[config.mk]
export PLATFORM = sky130hd
export DESIGN_NAME = instruction_fetch_unit_flat
export DESIGN_NICKNAME = d
export VERILOG_FILES = /design/src/rtl/instruction_fetch_unit_if.sv /design/src/rtl/instruction_fetch_unit.sv /design/src/flat_wrapper.sv
export SDC_FILE = /design/constraint.sdc
export NUM_CORES = 1
export LEC_CHECK = 0
export BUFFER_PORTS_ARGS = -buffer_cell sky130_fd_sc_hd__buf_4
export CORE_UTILIZATION = 47
export DETAILED_ROUTE_END_ITERATION = 8
export GPL_TIMING_DRIVEN = 1
export PLACE_DENSITY = 0.76
export SETUP_SLACK_MARGIN = 0.02
export SLEW_MARGIN = 15
export SYNTH_ARGS = -nofsm -noshare
export SYNTH_HDL_FRONTEND = slang
export SYNTH_SLANG_ARGS = --single-unit
export TNS_END_PERCENT = 100
[constraint.sdc]
create_clock -name clk -period 2.9 [get_ports clk]
set_clock_uncertainty 0.05 [all_clocks]
set_input_delay 0.145 -clock clk [delete_from_list [all_inputs] [get_ports clk]]
set_output_delay 0.145 -clock clk [all_outputs]
set_load 0.05 [all_outputs]
[src/rtl/instruction_fetch_unit_if.sv]
// Fetch-stage bundle: downstream control, program-memory port and IF/ID outputs.
// The _i/_o suffixes are named from the fetch unit's point of view.
interface instruction_fetch_unit_if #(
    parameter int unsigned DATA_WIDTH = 32
);
    logic                  stall_i;
    logic                  flush_i;
    logic                  pc_src_i;
    logic [DATA_WIDTH-1:0] target_i;
    logic [DATA_WIDTH-1:0] rom_instruction_i;
    logic [DATA_WIDTH-1:0] rom_address_o;
    logic [DATA_WIDTH-1:0] instruction_o;
    logic [DATA_WIDTH-1:0] pc_o;
    logic [DATA_WIDTH-1:0] pc_plus4_o;
    logic                  valid_o;
    logic                  fault_o;

    modport master (
        input  stall_i, flush_i, pc_src_i, target_i, rom_instruction_i,
        output rom_address_o, instruction_o, pc_o, pc_plus4_o, valid_o, fault_o
    );

    modport slave (
        output stall_i, flush_i, pc_src_i, target_i, rom_instruction_i,
        input  rom_address_o, instruction_o, pc_o, pc_plus4_o, valid_o, fault_o
    );
endinterface

[src/rtl/instruction_fetch_unit.sv]
// Fetch stage: owns the PC, addresses the combinational program ROM and fills the
// IF/ID register; halts with a sticky fault on illegal or out-of-range fetches.
module instruction_fetch_unit #(
    parameter int unsigned           DATA_WIDTH   = 32,
    parameter logic [DATA_WIDTH-1:0] TEXT_BASE    = 32'h0040_0000,
    parameter int unsigned           MEMORY_DEPTH = 64,
    parameter logic [DATA_WIDTH-1:0] NOP          = 32'h0000_0013
) (
    input logic                      clk,
    input logic                      reset,
    instruction_fetch_unit_if.master fetch_if
);

    localparam logic [DATA_WIDTH-1:0] TEXT_END =
        DATA_WIDTH'(TEXT_BASE + DATA_WIDTH'(4 * MEMORY_DEPTH));

    typedef enum logic [1:0] {
        BOOT = 2'd0,
        RUN  = 2'd1,
        HALT = 2'd2
    } fetch_state_t;

    fetch_state_t          state_q, state_d;
    logic [DATA_WIDTH-1:0] pc_q, pc_d;
    logic [DATA_WIDTH-1:0] instr_q, instr_d;
    logic [DATA_WIDTH-1:0] pcOut_q, pcOut_d;
    logic [DATA_WIDTH-1:0] pcPlus4Out_q, pcPlus4Out_d;
    logic                  valid_q, valid_d;
    logic                  fault_q, fault_d;

    logic [DATA_WIDTH-1:0] pcPlus4;
    logic                  pcAtLastWord;
    logic                  targetLegal;

    assign pcPlus4      = pc_q + DATA_WIDTH'(4);
    assign pcAtLastWord = (pcPlus4 == TEXT_END);
    assign targetLegal  = (fetch_if.target_i[1:0] == 2'b00) &&
                          (fetch_if.target_i >= TEXT_BASE) &&
                          (fetch_if.target_i < TEXT_END);

    always_comb begin
        state_d      = state_q;
        pc_d         = pc_q;
        instr_d      = instr_q;
        pcOut_d      = pcOut_q;
        pcPlus4Out_d = pcPlus4Out_q;
        valid_d      = valid_q;
        fault_d      = fault_q;

        case (state_q)
            BOOT: begin
                state_d = RUN;
            end
            RUN: begin
                if (fetch_if.pc_src_i) begin
                    instr_d = NOP;
                    valid_d = 1'b0;
                    if (targetLegal) begin
                        pc_d = fetch_if.target_i;
                    end else begin
                        state_d = HALT;
                        fault_d = 1'b1;
                    end
                end else if (fetch_if.flush_i) begin
                    instr_d = NOP;
                    valid_d = 1'b0;
                    // Advancing past the last ROM word would fetch garbage, so halt instead.
                    if (!fetch_if.stall_i) begin
                        if (pcAtLastWord) begin
                            state_d = HALT;
                            fault_d = 1'b1;
                        end else begin
                            pc_d = pcPlus4;
                        end
                    end
                end else if (!fetch_if.stall_i) begin
                    instr_d      = fetch_if.rom_instruction_i;
                    pcOut_d      = pc_q;
                    pcPlus4Out_d = pcPlus4;
                    valid_d      = 1'b1;
                    if (pcAtLastWord) begin
                        state_d = HALT;
                        fault_d = 1'b1;
                    end else begin
                        pc_d = pcPlus4;
                    end
                end
            end
            HALT: begin
                instr_d = NOP;
                valid_d = 1'b0;
            end
            default: begin
                state_d = BOOT;
            end
        endcase
    end

    always_ff @(posedge clk or negedge reset) begin
        if (!reset) begin
            state_q      <= BOOT;
            pc_q         <= TEXT_BASE;
            instr_q      <= NOP;
            pcOut_q      <= '0;
            pcPlus4Out_q <= '0;
            valid_q      <= 1'b0;
            fault_q      <= 1'b0;
        end else begin
            state_q      <= state_d;
            pc_q         <= pc_d;
            instr_q      <= instr_d;
            pcOut_q      <= pcOut_d;
            pcPlus4Out_q <= pcPlus4Out_d;
            valid_q      <= valid_d;
            fault_q      <= fault_d;
        end
    end

    assign fetch_if.rom_address_o = (pc_q - TEXT_BASE) >> 2;
    assign fetch_if.instruction_o = instr_q;
    assign fetch_if.pc_o          = pcOut_q;
    assign fetch_if.pc_plus4_o    = pcPlus4Out_q;
    assign fetch_if.valid_o       = valid_q;
    assign fetch_if.fault_o       = fault_q;

endmodule

[src/flat_wrapper.sv]
// flat-port wrapper written by rule: the top's interface ports become plain ports
module instruction_fetch_unit_flat 
#(
    parameter int unsigned           DATA_WIDTH   = 32,
    parameter logic [DATA_WIDTH-1:0] TEXT_BASE    = 32'h0040_0000,
    parameter int unsigned           MEMORY_DEPTH = 64,
    parameter logic [DATA_WIDTH-1:0] NOP          = 32'h0000_0013
)
  (clk, reset, fetch_if_stall_i, fetch_if_flush_i, fetch_if_pc_src_i, fetch_if_target_i, fetch_if_rom_instruction_i, fetch_if_rom_address_o, fetch_if_instruction_o, fetch_if_pc_o, fetch_if_pc_plus4_o, fetch_if_valid_o, fetch_if_fault_o);
  instruction_fetch_unit_if #(.DATA_WIDTH(DATA_WIDTH)) fetch_if_i ();
  input logic clk;
  input logic reset;
  input wire logic [$bits(fetch_if_i.stall_i)-1:0] fetch_if_stall_i;
  input wire logic [$bits(fetch_if_i.flush_i)-1:0] fetch_if_flush_i;
  input wire logic [$bits(fetch_if_i.pc_src_i)-1:0] fetch_if_pc_src_i;
  input wire logic [$bits(fetch_if_i.target_i)-1:0] fetch_if_target_i;
  input wire logic [$bits(fetch_if_i.rom_instruction_i)-1:0] fetch_if_rom_instruction_i;
  output wire logic [$bits(fetch_if_i.rom_address_o)-1:0] fetch_if_rom_address_o;
  output wire logic [$bits(fetch_if_i.instruction_o)-1:0] fetch_if_instruction_o;
  output wire logic [$bits(fetch_if_i.pc_o)-1:0] fetch_if_pc_o;
  output wire logic [$bits(fetch_if_i.pc_plus4_o)-1:0] fetch_if_pc_plus4_o;
  output wire logic [$bits(fetch_if_i.valid_o)-1:0] fetch_if_valid_o;
  output wire logic [$bits(fetch_if_i.fault_o)-1:0] fetch_if_fault_o;
  assign fetch_if_i.stall_i = fetch_if_stall_i;
  assign fetch_if_i.flush_i = fetch_if_flush_i;
  assign fetch_if_i.pc_src_i = fetch_if_pc_src_i;
  assign fetch_if_i.target_i = fetch_if_target_i;
  assign fetch_if_i.rom_instruction_i = fetch_if_rom_instruction_i;
  assign fetch_if_rom_address_o = fetch_if_i.rom_address_o;
  assign fetch_if_instruction_o = fetch_if_i.instruction_o;
  assign fetch_if_pc_o = fetch_if_i.pc_o;
  assign fetch_if_pc_plus4_o = fetch_if_i.pc_plus4_o;
  assign fetch_if_valid_o = fetch_if_i.valid_o;
  assign fetch_if_fault_o = fetch_if_i.fault_o;
  instruction_fetch_unit #(.DATA_WIDTH(DATA_WIDTH), .TEXT_BASE(TEXT_BASE), .MEMORY_DEPTH(MEMORY_DEPTH), .NOP(NOP)) u_core (.clk(clk), .reset(reset), .fetch_if(fetch_if_i));
endmodule
==> flow_metrics.py, run 1 <==
metrics = {
    "pwr": {
        "ir_drop_v": 0.000380,
        "power_mw": 4.11,
        "power.leakage_nw": 4.83,
        "p_per_area_mw_per_mm2": 417,
    },
    "yosys": {
        "synth_xor_area_share_pct": 4.76,
        "muxShareOfSynthArea_pct": 8.68,
        "synth_cells": 679,
        "synth-edff-count": 0,
        "ys_seq_area_share_pct": 47.9,
        "synthFlopType": "dfrtp_1",
        "synth_compound_area_share_pct": 14.3,
        "ys_async_sr_fraction_pct": 100,
        "syn_area_per_cell_um2": 10.0,
        "synth_simple_gate_area_share_pct": 15.7,
        "ys_types": 55,
        "ys_ff_latch": 130,
        "ys_warn_count": 0,
        "syn-cell-area_mm2": 0.00680,
        "synth_top_family_by_area": "simple AND/OR/NAND/NOR gates",
        "synth_fa_ha_area_share_pct": 1.10,
    },
    "status": {
        "failed_checks": "negative setup slack",
        "status": "complete, but fails checks",
    },
    "floorplanning": {
        "ios": 199,
        "rows": 43,
        "die_area_mm2": 0.0150,
        "die_x_um": 122,
        "die-height_um": 122,
        "start_util_pct": 48.6,
        "coreArea_mm2": 0.0140,
    },
    "layout": {
        "nets": 1016,
        "fin_util_pct": 70.5,
        "layout-drive-gt1-share_pct": 41.5,
        "area_growth_pct": 45.0,
        "diodes": 0,
    },
    "detailed_routing": {
        "top_layer_used": "met4",
        "met1Wirelength_mm": 8.37,
        "drtIter0Drc": 535,
        "vias": 6352,
        "via_per_inst": 5.60,
        "wl_per_cell_um": 18.3,
        "wl_met3_mm": 1.57,
        "wl_mm": 20.7,
        "drc": 0,
        "postRouteAntennaNets": 0,
        "dr_wl_met2_mm": 10.4,
        "first_pass_iters": 6,
    },
    "setup_path": {
        "crit_type": "reg -> reg",
        "cp_max_fo": 15,
        "crit_start": "u_core.pc_q[2]$_DFFE_PN0P_",
        "cp.arrival_ns": 3.21,
        "timing.rr.end": "u_core.pc_q[31]$_DFFE_PN0P_",
        "reg2reg_depth": 10,
        "cp-start-kind": "register",
        "worstReg2RegStart": "u_core.pc_q[2]$_DFFE_PN0P_",
        "worstSetupEndpoint": "u_core.pc_q[31]$_DFFE_PN0P_",
        "cp-end-kind": "register",
        "worst-r2r-setup-slack_ns": -0.07,
        "required_ns": 3.14,
    },
    "hold_path": {
        "hold_path.class": "in -> reg",
    },
    "grt": {
        "overflow": 0,
        "grt_max_degree": 120,
        "grt_pass1_vias": 6432,
        "grt_usage_pct": 28.6,
        "grt_pass1_wl_mm": 32.6,
        "antenna_found_initial": 0,
    },
    "sta": {
        "hold_viol_final": 0,
        "clock.fmax_mhz": 337,
        "tns_ns": -0.372,
        "finalCriticalPeriod_ns": 2.97,
        "max_slew_margin_pct": 33.0,
        "final-setup-viol-count": 6,
        "rsz0062_at_grt": "yes",
        "worst_pin_slew_ns": 1.01,
        "setup_ws_ns": -0.0676,
        "whs_ns": 0.00302,
        "drv_slew": 0,
        "fin_crit_sh_pct": 102,
    },
    "clock_tree": {
        "cts_htree_levels": 4,
        "cts_tree": "done",
        "clk_path_buf_depth": 2,
        "numClockSinks": 130,
        "clk_latency_ns": 0.42,
        "cts_buffers": 17,
        "clock-root-buffer": "clkbuf_16",
        "clk_pin_slew_ns": 0.06,
    },
    "flow_run": {
        "cap_violations": 0,
    },
    "placement": {
        "portBuffers": 196,
        "dp_slack_ns": -0.125,
        "dp_hpwl_mm": 14.2,
        "gp_congestion": 0.881,
    },
}
area by class of cell:
type                       instances  area (um2)
tap                              180         225
clock buffer                      22         464
fill                            1016        4130
clock inverter                    10         109
sequential                       130        3260
timing repair buffer             322        2570
inverter                          14        56.3
multi-input combinational        456        3180
cell usage after synthesis (3+ instances only):
| cell | count | area [um2] |
|---|---|---|
| buf_4 | 31 | 233 |
| clkbuf_1 | 31 | 116 |
| a31oi_1 | 6 | 37.5 |
| nand2b_1 | 5 | 31.3 |
| xor2_1 | 18 | 158 |
| buf_2 | 9 | 45.0 |
| and2_1 | 4 | 25.0 |
| a21oi_1 | 57 | 285 |
| buf_1 | 5 | 18.8 |
| xnor2_1 | 19 | 166 |
| nand3_1 | 21 | 105 |
| nor4_1 | 10 | 62.6 |
| and4_1 | 8 | 70.1 |
| nor3_2 | 3 | 30.0 |
| and3_1 | 6 | 37.5 |
| mux2_2 | 40 | 450 |
| nor3_1 | 17 | 85.1 |
| a22o_1 | 30 | 263 |
| buf_6 | 4 | 45.0 |
| dfrtp_1 | 126 | 3150 |
| o22a_1 | 3 | 26.3 |
| o21ai_0 | 35 | 175 |
| nand4_1 | 13 | 81.3 |
| mux2_4 | 6 | 90.1 |
| dfstp_2 | 4 | 105 |
| inv_1 | 13 | 48.8 |
| ha_1 | 6 | 75.1 |
| mux2i_1 | 5 | 50.1 |
| nand2_1 | 46 | 173 |
| nor2_1 | 60 | 225 |
timing repair:
item	in CTS	in global routing
hold buffers	39	0
endpoints found under the hold margin	151	0
endpoints found under the setup margin	22	30
pin swaps	5	7
resized for setup	15	16
buffers inserted	6	4
worst max-delay path: stages, from the launching register on:
cell	delay [ns]
dfrtp_1	0.39
ha_2	0.20
nand4_1	0.19
nor4b_2	0.35
mux2_2	0.38
o21ai_2	0.15
nand3_2	0.11
a2111oi_4	0.36
a31oi_4	0.16
buf_12	0.20
mux2_4	0.30
layout by cell type (no fill, tap or decap), types with 6 or more instances in the layout:
cell	synthesis	routed
o21ai_0	35	29
xnor2_1	19	19
nor4_1	10	6
and4_1	8	8
nor3_1	17	16
a21oi_1	57	54
mux2_2	40	39
nor4_2	2	6
nand4_1	13	13
and3_1	6	6
nor2_1	60	58
dlygate4sd3_1	0	39
clkbuf_16	0	17
xor2_1	18	16
dfrtp_1	126	126
nand2_1	46	46
mux2_4	6	7
buf_4	31	277
inv_1	13	12
nand3_1	21	19
a22o_1	30	30
worst min-delay path by stage:
stage,startpoint,end,cells after the start
after floorplan,reset,u_core.fetch_if.fault_o$_DFFE_PN0P_,0
after global placement,fetch_if_rom_instruction_i[4],u_core.fetch_if.instruction_o[4]$_DFFE_PN1P_,2
after detailed placement,fetch_if_rom_instruction_i[4],u_core.fetch_if.instruction_o[4]$_DFFE_PN1P_,2
after CTS,fetch_if_target_i[27],u_core.pc_q[27]$_DFFE_PN0P_,3
after global routing,fetch_if_target_i[16],u_core.pc_q[16]$_DFFE_PN0P_,3
final,fetch_if_target_i[26],u_core.pc_q[26]$_DFFE_PN0P_,3
flip-flops by register name, summed over array words and instances, names as in the netlist:
register,cells
u_core.fetch_if.pc_plus4_o,30
u_core.pc_q,32
u_core.state_q,2
u_core.fetch_if.fault_o,1
u_core.fetch_if.instruction_o,32
u_core.fetch_if.valid_o,1
u_core.fetch_if.pc_o,32
logic make-up (layout without fill, tap and decap cells):
group	after synthesis	after routing
simple gates	209	209
compound gates	151	151
flops	130	130
buf+inv	94	368
mux	51	51
xor+xnor	37	37
fa+ha+maj	6	6
other cells	1	2
layer usage:
layer | vias up | GRT usage [%]
met5 | - | 0
met4 | 0 | 9.15
met3 | 42 | 7.16
met2 | 282 | 49.2
met1 | 3116 | 35.0
li1 | 2912 | -
metrics by stage:
stage	cells	area (um2)
global route	1134	9860
finish	1134	9860
floorplan	680	6820
global placement	1054	8710
detailed placement	1054	8710
CTS	1130	9780
power breakdown:
group	switching (mW)	internal, mW
Clock	0.773	1.30
Combinational	0.111	0.109
Sequential	0	1.82
Note: power is estimated with default switching activity, not from simulation.
==> run 2: changes to the inputs <==
==> constraint.sdc (replaced) <==
create_clock -name clk -period 2.9 [get_ports clk]
set_clock_uncertainty 0.05 [all_clocks]
set_input_delay 0.58 -clock clk [delete_from_list [all_inputs] [get_ports clk]]
set_output_delay 0.58 -clock clk [all_outputs]
set_load 0.05 [all_outputs]
==> flow_metrics.py, run 2 (synthesis results as in run 1) <==
metrics = {
    "grt": {
        "grt_pass1_vias": 6263,
        "overflow": 0,
        "antenna_found_initial": 0,
        "grt_usage_pct": 27.2,
        "grt_pass1_wl_mm": 31.2,
        "grt_max_degree": 86,
    },
    "sta": {
        "tns_ns": -0.229,
        "clock.fmax_mhz": 339,
        "worst_pin_slew_ns": 0.594,
        "rsz0062_at_grt": "yes",
        "fin_crit_sh_pct": 102,
        "finalCriticalPeriod_ns": 2.95,
        "drv_slew": 0,
        "max_slew_margin_pct": 60.4,
        "final-setup-viol-count": 7,
        "hold_viol_final": 0,
        "setup_ws_ns": -0.0508,
    },
    "placement": {
        "dp_hpwl_mm": 13.8,
        "portBuffers": 196,
        "gp_congestion": 0.894,
        "dpl.cell_count": 1055,
        "dp_slack_ns": -0.108,
    },
    "setup_path": {
        "timing.rr.end": "u_core.pc_q[10]$_DFFE_PN0P_",
        "crit_chain": "ha_1 > nand4_1 > buf_4 > nor3b_4 > xnor2_2 > nand3_2 > a2111oi_4 > a31oi_4 > buf_12 > mux2_4",
        "crit_slowest_cell": "dfstp_2",
        "cp.arrival_ns": 3.20,
        "crit_type": "reg -> reg",
        "worstReg2RegStart": "u_core.pc_q[22]$_DFFE_PN1P_",
        "cp-end-kind": "register",
        "cp_slowest_stage_delay_ns": 0.56,
        "crit_family": "compound AO/OA/AOI/OAI gates",
        "reg2reg_depth": 10,
        "worst-r2r-setup-slack_ns": -0.05,
        "critical_path.n_buffers_inverters": 2,
        "required_ns": 3.15,
        "cp_max_fo": 8,
        "cp-start-kind": "register",
    },
    "layout": {
        "nFillCells": 1042,
        "area_growth_pct": 42.8,
        "nets": 983,
        "layout_commonest_cell": "buf_4",
        "fin_util_pct": 69.4,
        "final_cell_mix": "buf_4 (280), dfrtp_1 (125), nor2_1 (57)",
        "multiInputGateArea_mm2": 0.00329,
        "final_cells": 1101,
        "seq_area_mm2": 0.00326,
        "layout-drive-gt1-share_pct": 46.0,
        "diodes": 0,
    },
    "pwr": {
        "seqPwrFrac_pct": 42.2,
        "power.internal_mw": 3.38,
        "p_sw_share_pct": 21.5,
        "p_per_area_mw_per_mm2": 443,
        "clockPowerShare_pct": 53.7,
        "ir_drop_v": 0.000367,
        "power_mw": 4.30,
        "switching_power_mw": 0.924,
        "power_frac_comb_pct": 4.1,
        "power.leakage_nw": 4.77,
    },
    "clock_tree": {
        "clock-root-buffer": "clkbuf_16",
        "cts_buffers": 17,
        "clk_latency_ns": 0.42,
        "cts_tree": "done",
        "clk_path_buf_depth": 2,
        "ctsHoldBuffers": 0,
        "numClockSinks": 130,
        "clk_pin_slew_ns": 0.06,
        "cts_htree_levels": 4,
    },
    "status": {
        "status": "complete, but fails checks",
        "failed_checks": "negative setup slack",
    },
    "detailed_routing": {
        "postRouteAntennaNets": 0,
        "wl_per_cell_um": 18.1,
        "drtIter0Drc": 497,
        "first_pass_iters": 5,
        "vias": 6184,
        "via_per_inst": 5.62,
        "wl_mm": 19.9,
        "drc": 0,
    },
    "flow_run": {
        "cap_violations": 0,
    },
    "floorplanning": {
        "die_x_um": 122,
        "rows": 43,
        "die-height_um": 122,
        "coreArea_mm2": 0.0140,
        "start_util_pct": 48.6,
        "die_area_mm2": 0.0150,
        "ios": 199,
    },
    "hold_path": {
        "hold_path.class": "in -> async",
    },
}
## run 2: cell types whose count changed in the layout (fill, tap and decap cells not counted), moves of 3 or more
| cell | change |
|---|---|
| a21oi_1 | -6 |
| o21ai_0 | -3 |
| buf_4 | +3 |
| a21oi_2 | +6 |
| dlygate4sd3_1 | -39 |
| clkinv_2 | -4 |
| buf_6 | +3 |
| o21ai_2 | +3 |
## run 2: layout make-up
class / instances / area share [%]
Multi-Input combinational cell: 456 / 33.9
Sequential cell: 130 / 33.6
Timing Repair Buffer: 289 / 23.1
Clock buffer: 20 / 4.70
Tap cell: 180 / 2.32
Clock inverter: 12 / 1.87
Inverter: 14 / 0.580
## run 2: power groups by stage
stage	logic, mW	registers, mW	clock network (mW)
finish	0.178	1.81	2.31
CTS	0.176	1.81	2.34
global placement	0.173	1.85	0
floorplan	0.0429	1.85	0
global route	0.195	1.81	2.43
detailed placement	0.175	1.85	0
## run 2: worst max path at each step
stage,start,to,slack (ns),cells past startpoint
floorplan,u_core.pc_q[2]$_DFFE_PN0P_,u_core.pc_q[10]$_DFFE_PN0P_,0.05,13
global placement,u_core.pc_q[8]$_DFFE_PN0P_,u_core.pc_q[16]$_DFFE_PN0P_,0.01,11
detailed placement,u_core.pc_q[2]$_DFFE_PN0P_,u_core.pc_q[12]$_DFFE_PN0P_,-0.11,11
CTS,u_core.pc_q[2]$_DFFE_PN0P_,u_core.pc_q[2]$_DFFE_PN0P_,-0.003,11
global route,u_core.pc_q[2]$_DFFE_PN0P_,u_core.pc_q[14]$_DFFE_PN0P_,-0.15,10
finish,u_core.pc_q[22]$_DFFE_PN1P_,u_core.pc_q[10]$_DFFE_PN0P_,-0.05,10
## run 2: repair_timing
item	4_1_cts	5_1_grt
setup endpoints to repair	20	31
setup buffers	10	4
gates resized for setup	22	37
cloned	2	0
pin swaps	5	12
## run 2: metrics by stage
| stage | cell area, um2 | hold WS (ns) |
|---|---|---|
| final | 9710 | 0.101 |
| after global routing | 9710 | 0.136 |
| after CTS | 9580 | 0.113 |
| after detailed placement | 8730 | 0.418 |
| after global placement | 8730 | 0.408 |
| after floorplan | 6830 | 0.234 |
## run 2: metal layers
metal	wire length, um	track usage [%]	up-vias	part of all wire [%]
met5	0	0	-	0
li1	-	-	2831	-
met3	1490	6.41	53	7.5
met1	8100	33.2	2994	41
met4	629	12.5	0	3.2
met2	9680	45.4	306	49
